### config.mk
export PLATFORM = sky130hd
export DESIGN_NAME = pi_duty_flat
export DESIGN_NICKNAME = d
export VERILOG_FILES = /design/src/rtl/pi_pkg.sv /design/src/rtl/pi_duty_if.sv /design/src/rtl/pi_sat.sv /design/src/rtl/pi_duty.sv /design/src/flat_wrapper.sv
export SDC_FILE = /design/constraint.sdc
export NUM_CORES = 1
export LEC_CHECK = 0
export ABC_AREA = 1
export CORE_MARGIN = 2
export CORE_UTILIZATION = 25
export DETAILED_ROUTE_END_ITERATION = 10
export PLACE_DENSITY_LB_ADDON = 0.2
export RECOVER_POWER = 25
export SYNTH_ARGS = -nofsm -noshare
export SYNTH_HDL_FRONTEND = slang
export SYNTH_SLANG_ARGS = --single-unit
### constraint.sdc
create_clock -name clk -period 2.2 [get_ports clk]
set_input_delay 0.22 -clock clk [delete_from_list [all_inputs] [get_ports clk]]
set_output_delay 0.22 -clock clk [all_outputs]
set_load 0.1 [all_outputs]
### src/rtl/pi_pkg.sv
// Shared types and constants for the PI duty-cycle controller.
package pi_pkg;

   typedef enum logic [2:0] {
      IDLE  = 3'd0,
      ERR   = 3'd1,
      INTEG = 3'd2,
      SUM   = 3'd3,
      SAT   = 3'd4,
      OUT   = 3'd5
   } state_t;

   localparam int unsigned PW_W    = 8;
   localparam int unsigned ERR_W   = 9;
   localparam int unsigned PROD_W  = PW_W + ERR_W + 1;
   localparam int unsigned INTEG_W = 20;
   localparam int unsigned SUM_W   = 21;

   localparam logic signed [INTEG_W-1:0] INTEG_MAX = {1'b0, {(INTEG_W-1){1'b1}}};
   localparam logic signed [INTEG_W-1:0] INTEG_MIN = {1'b1, {(INTEG_W-1){1'b0}}};
   localparam logic [PW_W-1:0]           PW_MAX    = '1;
   localparam logic [PW_W-1:0]           PW_MIN    = '0;

   // Clamp a two-bit-wider integrator candidate into the integrator range.
   function automatic logic signed [INTEG_W-1:0] integ_clamp(input logic signed [INTEG_W+1:0] v);
      if (!v[INTEG_W+1] && (|v[INTEG_W:INTEG_W-1]))
         return INTEG_MAX;
      else if (v[INTEG_W+1] && !(&v[INTEG_W:INTEG_W-1]))
         return INTEG_MIN;
      else
         return v[INTEG_W-1:0];
   endfunction

endpackage

### src/rtl/pi_duty_if.sv
// Control/status bundle between a controller user and pi_duty.
interface pi_duty_if;
   import pi_pkg::*;

   logic            enable;
   logic            sample;
   logic [PW_W-1:0] setpoint;
   logic [PW_W-1:0] feedback;
   logic [PW_W-1:0] PW;
   logic            valid;
   logic            busy;
   logic            overrun;

   modport master (
      output enable, sample, setpoint, feedback,
      input  PW, valid, busy, overrun
   );

   modport slave (
      input  enable, sample, setpoint, feedback,
      output PW, valid, busy, overrun
   );

endinterface

### src/rtl/pi_sat.sv
// Clamp the signed controller sum to an 8-bit duty word with range flags.
module pi_sat
   import pi_pkg::*;
(
   input  logic signed [SUM_W-1:0] u,
   output logic [PW_W-1:0]         pw,
   output logic                    hi,
   output logic                    lo
);

   // Negative sums clamp to zero, sums above the duty range clamp to full scale.
   always_comb begin
      lo = u[SUM_W-1];
      hi = !u[SUM_W-1] && (|u[SUM_W-2:PW_W]);
      if (lo)
         pw = PW_MIN;
      else if (hi)
         pw = PW_MAX;
      else
         pw = u[PW_W-1:0];
   end

endmodule

### src/rtl/pi_duty.sv
// Sampled PI controller producing a registered duty word for a pwm block.
// One pipeline step per state: error, integrator candidate, sum, clamp, commit.
module pi_duty
   import pi_pkg::*;
#(
   parameter logic [7:0]  KP    = 8'd16,
   parameter logic [7:0]  KI    = 8'd2,
   parameter int unsigned SHIFT = 4
) (
   input  logic     clk,
   input  logic     rst_n,
   pi_duty_if.slave ctl
);

   state_t state, state_nx;
   logic   accept, commit;

   logic [PW_W-1:0]           sp_q, fb_q;
   logic signed [ERR_W-1:0]   e_q, e_c;
   logic [PROD_W-1:0]         kie_c, kpe_c;
   logic signed [INTEG_W+1:0] integ_sum;
   logic signed [INTEG_W-1:0] integ, integ_c_n, integ_c_q;
   logic signed [SUM_W-1:0]   u_full, u_c, u_q;
   logic [PW_W-1:0]           sat_pw, pw_c_q, pw_q;
   logic                      sat_hi, sat_lo, take_c, take_q;
   logic                      e_pos, e_neg;
   logic                      valid_q, overrun_q;

   // State register.
   always_ff @(posedge clk or negedge rst_n) begin
      if (!rst_n)
         state <= IDLE;
      else
         state <= state_nx;
   end

   // Next state plus accept/commit strobes; enable low always returns to IDLE.
   always_comb begin
      state_nx = state;
      accept   = 1'b0;
      commit   = 1'b0;
      if (!ctl.enable) begin
         state_nx = IDLE;
      end else begin
         case (state)
            IDLE: begin
               if (ctl.sample) begin
                  accept   = 1'b1;
                  state_nx = ERR;
               end
            end
            ERR:     state_nx = INTEG;
            INTEG:   state_nx = SUM;
            SUM:     state_nx = SAT;
            SAT:     state_nx = OUT;
            OUT: begin
               commit   = 1'b1;
               state_nx = IDLE;
            end
            default: state_nx = IDLE;
         endcase
      end
   end

   // Products are taken on operands pre-extended to PROD_W bits: the low bits of an
   // unsigned product equal the two's-complement product, so no signed casts are needed.
   always_comb begin
      e_c       = $signed({1'b0, sp_q} - {1'b0, fb_q});
      kie_c     = {{(PROD_W-8){1'b0}}, KI} * {{(PROD_W-ERR_W){e_q[ERR_W-1]}}, e_q};
      kpe_c     = {{(PROD_W-8){1'b0}}, KP} * {{(PROD_W-ERR_W){e_q[ERR_W-1]}}, e_q};
      integ_sum = $signed({{2{integ[INTEG_W-1]}}, integ})
                + $signed({{(INTEG_W+2-PROD_W){kie_c[PROD_W-1]}}, kie_c});
      integ_c_n = integ_clamp(integ_sum);
      u_full    = $signed({{(SUM_W-PROD_W){kpe_c[PROD_W-1]}}, kpe_c})
                + $signed({integ_c_q[INTEG_W-1], integ_c_q});
      u_c       = u_full >>> SHIFT;
   end

   pi_sat u_sat (
      .u  (u_q),
      .pw (sat_pw),
      .hi (sat_hi),
      .lo (sat_lo)
   );

   // Anti-windup: accept the new integrator only when it does not push further into a limit.
   always_comb begin
      e_neg  = e_q[ERR_W-1];
      e_pos  = !e_q[ERR_W-1] && (|e_q);
      take_c = (!sat_hi && !sat_lo) || (sat_hi && e_neg) || (sat_lo && e_pos);
   end

   // Pipeline registers, each loaded in its own state.
   always_ff @(posedge clk or negedge rst_n) begin
      if (!rst_n) begin
         sp_q      <= '0;
         fb_q      <= '0;
         e_q       <= '0;
         integ_c_q <= '0;
         u_q       <= '0;
         pw_c_q    <= '0;
         take_q    <= 1'b0;
      end else begin
         if (accept) begin
            sp_q <= ctl.setpoint;
            fb_q <= ctl.feedback;
         end
         if (ctl.enable) begin
            case (state)
               ERR:     e_q       <= e_c;
               INTEG:   integ_c_q <= integ_c_n;
               SUM:     u_q       <= u_c;
               SAT: begin
                  pw_c_q <= sat_pw;
                  take_q <= take_c;
               end
               default: ;
            endcase
         end
      end
   end

   // Committed controller state and status outputs.
   always_ff @(posedge clk or negedge rst_n) begin
      if (!rst_n) begin
         pw_q      <= '0;
         integ     <= '0;
         valid_q   <= 1'b0;
         overrun_q <= 1'b0;
      end else begin
         if (ctl.enable && ctl.sample && (state != IDLE))
            overrun_q <= 1'b1;
         if (!ctl.enable) begin
            pw_q    <= '0;
            integ   <= '0;
            valid_q <= 1'b0;
         end else begin
            valid_q <= commit;
            if (commit) begin
               pw_q <= pw_c_q;
               if (take_q)
                  integ <= integ_c_q;
            end
         end
      end
   end

   assign ctl.PW      = pw_q;
   assign ctl.valid   = valid_q;
   assign ctl.busy    = (state != IDLE);
   assign ctl.overrun = overrun_q;

endmodule
### src/flat_wrapper.sv
// flat-port wrapper written by rule: the top's interface ports become plain ports
module pi_duty_flat import pi_pkg::*;
#(
   parameter logic [7:0]  KP    = 8'd16,
   parameter logic [7:0]  KI    = 8'd2,
   parameter int unsigned SHIFT = 4
)
  (clk, rst_n, ctl_enable, ctl_sample, ctl_setpoint, ctl_feedback, ctl_PW, ctl_valid, ctl_busy, ctl_overrun);
  pi_duty_if ctl_i ();
  input  logic clk;
  input  logic rst_n;
  input wire logic [$bits(ctl_i.enable)-1:0] ctl_enable;
  input wire logic [$bits(ctl_i.sample)-1:0] ctl_sample;
  input wire logic [$bits(ctl_i.setpoint)-1:0] ctl_setpoint;
  input wire logic [$bits(ctl_i.feedback)-1:0] ctl_feedback;
  output wire logic [$bits(ctl_i.PW)-1:0] ctl_PW;
  output wire logic [$bits(ctl_i.valid)-1:0] ctl_valid;
  output wire logic [$bits(ctl_i.busy)-1:0] ctl_busy;
  output wire logic [$bits(ctl_i.overrun)-1:0] ctl_overrun;
  assign ctl_i.enable = ctl_enable;
  assign ctl_i.sample = ctl_sample;
  assign ctl_i.setpoint = ctl_setpoint;
  assign ctl_i.feedback = ctl_feedback;
  assign ctl_PW = ctl_i.PW;
  assign ctl_valid = ctl_i.valid;
  assign ctl_busy = ctl_i.busy;
  assign ctl_overrun = ctl_i.overrun;
  pi_duty #(.KP(KP), .KI(KI), .SHIFT(SHIFT)) u_core (.clk(clk), .rst_n(rst_n), .ctl(ctl_i));
endmodule
# Yosys cells after proc, flatten, opt, wreduce, memory -nomap -nowiden
# Cells that the tools add are included.
# word_totals
inputBits	20
register_bits	104
out_inout_bits	11
# classes
mux	18
reduce_logical	27
addsub	3
eq_ne	8
# ops
op	n
two-way mux 20 bit	5
two-way mux 8 bit	4
adder 13 x 20 -> 21 bit	1
adder 20 x 10 -> 21 bit	1
case mux 3 bit (5 select lines)	1
AND reduction 2 bit	6
OR reduction 12 bit	1
logical AND 1 bit	9
OR reduction 9 bit	1
subtractor 8 x 8 -> 9 bit	1
== test 3 x 2 -> 1 bit, second input constant	2
== test 3 bit, second input constant	2
two-way mux 1 bit	6
two-way mux 3 bit	2
zero test 1 bit	5
inequality test 2 x 1 -> 1 bit, second input constant	2
== test 3 x 1 -> 1 bit, second input constant	1
zero test 3 bit	1
inequality test 3 bit, second input constant	1
nonzero test 3 bit	1
logical OR 1 bit	2
OR reduction 2 bit	1

# Depth between registers and ports, before layout
# depth
depth_word	6
mapped_depth	17

# Cells and area by module
# A second synthesis with hierarchy kept.
# hier_totals
hier_cells	855
area_unflattened_um2	6542.5
# modules_own_cells
module	cells_per_inst	area_each_um2	instances
pi_duty	809	6343.6	1
pi_sat	46	198.9	1

# Worst setup path before layout
# Ideal clock, no wire load.
# synth_timing
path_type	reg2reg
start	register u_core.e_q[8]
end	register u_core.integ_c_q[6]
synth_period_minus_slack_ps	2273
setup_ps	117
path_slack_ps	-73
t_arrival_ps	2156
path_stages_with_launch	14
cell_sequence	dfrtp_1 -> ha_1 -> a21oi_1 -> and2_1 -> nand2_1 -> nand2_1 -> nand4_2 -> nand2_2 -> nand2_2 -> buf_6 -> nand2_1 -> nand2_1 -> nand2_1 -> nand2_1
# synth_via
elab_chain_cells	6
word_cells_on_any_way	9
classes_between	1 x add/sub; 2 x mux; 6 x reduce/logical
# synth_lines
element	line	text
start: declaration	pi_duty.sv:19	logic signed [ERR_W-1:0] e_q, e_c;
start signal: assignment	pi_duty.sv:98	e_q <= '0;
start signal: assignment	pi_duty.sv:110	ERR: e_q <= e_c;
adder 20 x 10 -> 21 bit (*)	pi_duty.sv:72	+ $signed({{(INTEG_W+2-PROD_W){kie_c[PROD_W-1]}}, kie_c});
AND reduction 2 bit	pi_pkg.sv:28	else if (v[INTEG_W+1] && !(&v[INTEG_W:INTEG_W-1]))
zero test 1 bit	pi_pkg.sv:28	
logical AND 1 bit	pi_pkg.sv:28	
two-way mux 20 bit	pi_pkg.sv:28	
two-way mux 20 bit (*)	pi_pkg.sv:26	if (!v[INTEG_W+1] && (|v[INTEG_W:INTEG_W-1]))
end signal: assignment	pi_duty.sv:111	INTEG: integ_c_q <= integ_c_n;
end: declaration	pi_duty.sv:22	logic signed [INTEG_W-1:0] integ, integ_c_n, integ_c_q;
# Every way passes the cells marked *; elsewhere a longest branch is shown, timed or not.
# A chain may end at the register's enable or synchronous reset.

# Worst setup path after layout
# layout_timing
start	register u_core.e_q[8]
end	register u_core.integ_c_q[1]
# The elaborated chain is that of the path after synthesis.

==> impl_metrics.yaml <==
status:
  outcome: "finished, violations left"
  violations: "negative setup slack"
global_route:
  grt_first_pass_wirelength_mm: 28.8
  groute.usage.overall_pct: 13.7
  maximum_number_of_pins_on_one_net_before_global_route_repair: 33
  grt_pass1_vias: 5625
  globalRouteOverflowTotal: 0
  grt_antenna_before_repair: 0
sta:
  worst_pin_slew_ns: 0.884
  layout_min_cycle_time_ns: 2.24
  maxClockFrequency_mhz: 446
  period_share_pct: 102
  setup_slack_ns: -0.0419
  sum_of_negative_setup_slack_ns: -0.313
  finalSetupViolCount: 14
  slew_headroom_pct: 41.1
  slew_viol_final: 0
  grt_setup_unrepaired: "true"
  finalHoldViolCount: 0
  final.setup_skew_ns: 0.0134
clock_network:
  numCtsBuffers: 9
  tritoncts: "yes"
  cts.sink_count: 102
  cts.reportedPaths.clkPinSlew_ns: 0.08
  ctsLongestPathBuffers: 2
  root_cell_of_the_clock_tree: "sky130_fd_sc_hd__clkbuf_16"
  htree_num_levels: 3
  insertion_delay_ns: 0.36
floorplan:
  die_width_um: 162
  design.portCount: 31
  start_util_pct: 25.6
  rows: 57
  placeableCoreArea_mm2: 0.0245
  die_area_mm2: 0.0264
  fp.dieH_um: 162
pwr:
  vdd_ir_drop_max_v: 0.000459
  leakagePower_nw: 4.33
  pwr_density_cell_mw_per_mm2: 1410
synth:
  synth.net_count: 886
  top_cell_type_s_share_of_synthesized_area_pct: 40.7
  asyncSetResetFlopFracSynth_pct: 100
  number_of_synthesized_register_bits: 102
  yosysTopAreaCell: "sky130_fd_sc_hd__dfrtp_1"
  synthCells: 820
  ys_warn_count: 0
  synthesis.area_per_instance_um2: 7.65
  ranking_of_synthesized_cells_by_area: "sky130_fd_sc_hd__dfrtp_1, sky130_fd_sc_hd__nand2_1, sky130_fd_sc_hd__ha_1"
  synth.distinct_cells: 43
  ys.flop_type: "sky130_fd_sc_hd__dfrtp_1"
  synth_edf_count: 0
  synth_seq_area_share_pct: 40.7
  synth_area_mm2: 0.00627
setup_path:
  worst_setup_path_start_kind: "flip-flop"
  cp-end-kind: "flip-flop"
  critPathKind: "reg2reg"
  critical_path_required_ns: 2.46
  r2r_slack_ns: -0.04
  regToRegStartpoint: "u_core.e_q[8]"
  critPathArrivalTime_ns: 2.50
  critical_path_peak_fanout: 6
  crit_path_start: "u_core.e_q[8]"
  rr_endpoint: "u_core.integ_c_q[1]"
  worstRegToRegCells: 13
  timing.critical_path.to: "u_core.integ_c_q[1]"
layout:
  flow.area_growth_from_synthesis_pct: 36.7
  mostFrequentLayoutCells: "sky130_fd_sc_hd__nand2_1, sky130_fd_sc_hd__buf_4, sky130_fd_sc_hd__dfrtp_1, sky130_fd_sc_hd__inv_1, sky130_fd_sc_hd__nand3_1"
  final_cell_count_no_fill: 1282
  antenna-diode-count: 0
  fin_nets: 1019
  final_layout_size_suffix_gt1_share_pct: 25.7
  final_common_cell: "sky130_fd_sc_hd__nand2_1"
route:
  route.detailed.vias_per_inst: 4.41
  route.detailed.wl_per_inst_um: 13.6
  detail_route.first_pass.iterations: 4
  postRouteAntennaNets: 0
  drt-total-wl_mm: 17.4
  dr_total_vias: 5659
  first_iter_violations: 219
  drcViolationCount: 0
placement:
  place_hpwl_mm: 13.1
  place_inst: 1252
  gp_routability_congestion: 0.760
  port-buffer-count: 30
  place_ws_ns: -0.186
worst_hold_path:
  hold_class: "in2reg"
flow_run:
  max_cap_violations: 0
==> through the flow <==
step | hold WS, ns | area (um^2) | power, mW | utilization (%)
2_1_floorplan | -0.0756 | 6270 | 6.63 | -
4_1_cts | 0.324 | 8220 | 11.2 | 33.6
5_1_grt | 0.423 | 8570 | 13.2 | 35.1
3_5_place_dp | 0.185 | 7600 | 8.98 | 31.1
6_report | 0.431 | 8570 | 12.1 | 35.1
3_3_place_gp | 0.184 | 7600 | 9.01 | 31.1
==> worst min-delay path by stage <==
stage                          startpoint          endpoint  slack (ns)  cells past startpoint
after floorplan                     rst_n  u_core.ctl.PW[0]       -0.08                      0
after global placement              rst_n   u_core.state[0]        0.18                      1
after detailed placement            rst_n   u_core.state[0]        0.19                      1
after CTS                           rst_n    u_core.sp_q[5]        0.32                      2
after global routing      ctl_feedback[5]    u_core.fb_q[5]        0.42                      3
final                     ctl_feedback[5]    u_core.fb_q[5]        0.43                      3
==> repair_timing <==
item	in CTS	in global routing
gates cloned	0	3
resized for setup	41	70
endpoints found under the hold margin	27	0
endpoints found under the setup margin	20	27
pin swaps	4	40
setup buffers	4	6
hold buffers	1	0
==> worst max-delay path, cell delays in order (launching register included) <==
cell                        delay [ns]
sky130_fd_sc_hd__dfrtp_2          0.44
sky130_fd_sc_hd__buf_8            0.16
sky130_fd_sc_hd__ha_4             0.31
sky130_fd_sc_hd__nand2_4          0.07
sky130_fd_sc_hd__nor4_4           0.30
sky130_fd_sc_hd__nand2_2          0.10
sky130_fd_sc_hd__nand2_2          0.08
sky130_fd_sc_hd__nand2_2          0.07
sky130_fd_sc_hd__buf_6            0.12
sky130_fd_sc_hd__nand4_4          0.15
sky130_fd_sc_hd__clkbuf_16        0.18
sky130_fd_sc_hd__nand2_2          0.05
sky130_fd_sc_hd__nand2_2          0.07
sky130_fd_sc_hd__nand2_2          0.05
==> final cells by class <==
| type | count | area (um^2) |
|---|---|---|
| Sequential cell | 102 | 2550 |
| Clock inverter | 7 | 67.6 |
| Tap cell | 324 | 405 |
| Clock buffer | 9 | 225 |
| Multi-Input combinational cell | 617 | 3840 |
| Fill cell | 2596 | 15900 |
| Timing Repair Buffer | 139 | 1160 |
| Inverter | 84 | 315 |
==> power breakdown <==
| group | internal, mW | switching (mW) |
|---|---|---|
| combinational | 3.56 | 4.00 |
| clock | 0.795 | 0.797 |
| sequential | 2.48 | 0.480 |
| total | 6.83 | 5.28 |
==> synthesized netlist by cell type, types with 2 or more instances <==
library cell and number:
sky130_fd_sc_hd__a31oi_1 5, sky130_fd_sc_hd__o21bai_1 7, sky130_fd_sc_hd__o21ai_0 46, sky130_fd_sc_hd__clkbuf_1 13, sky130_fd_sc_hd__nor3_1 3, sky130_fd_sc_hd__nand2_1 262, sky130_fd_sc_hd__a21o_1 2, sky130_fd_sc_hd__nand3b_1 4
sky130_fd_sc_hd__inv_1 83, sky130_fd_sc_hd__nand2_2 3, sky130_fd_sc_hd__fa_1 3, sky130_fd_sc_hd__nor2_1 54, sky130_fd_sc_hd__ha_1 43, sky130_fd_sc_hd__nand3_1 68, sky130_fd_sc_hd__xnor2_1 7, sky130_fd_sc_hd__a21oi_1 51
sky130_fd_sc_hd__xor2_1 16, sky130_fd_sc_hd__o211ai_1 2, sky130_fd_sc_hd__nor4_1 5, sky130_fd_sc_hd__or2_2 2, sky130_fd_sc_hd__nand4_1 3, sky130_fd_sc_hd__mux2_2 7, sky130_fd_sc_hd__and2_1 2, sky130_fd_sc_hd__dfrtp_1 102
sky130_fd_sc_hd__o22ai_1 8, sky130_fd_sc_hd__nor2_2 2
==> sequential cells by signal, summed over array words and instances, names as in the netlist <==
| register | cells |
|---|---|
| u_core.sp_q | 8 |
| u_core.integ_c_q | 19 |
| u_core.pw_c_q | 8 |
| u_core.state | 3 |
| u_core.e_q | 9 |
| u_core.fb_q | 8 |
| u_core.u_q | 17 |
| u_core.take_q | 1 |
| u_core.integ | 19 |
| u_core.ctl.PW | 8 |
| u_core.ctl.valid | 1 |
| u_core.ctl.overrun | 1 |
==> cells by family after synthesis <==
family,synth area share (%)
and+or+nand+nor,28.0
AOI/OAI and AO/OA,11.1
DFF,40.7
buffers and inverters,6.24
adders and majority gates,9.53
xor gates and xnor gates,3.21
muxes,1.26
==> metal layers <==
metal | up-vias | part of all wire, % | GRT usage, %
met4 | 0 | 1.5 | 3.58
met2 | 52 | 48 | 22.9
met3 | 17 | 2.1 | 2.14
li1 | 2959 | - | -
met5 | - | 0 | 0
met1 | 2631 | 49 | 18.5
(Power assumes the default switching activity.)
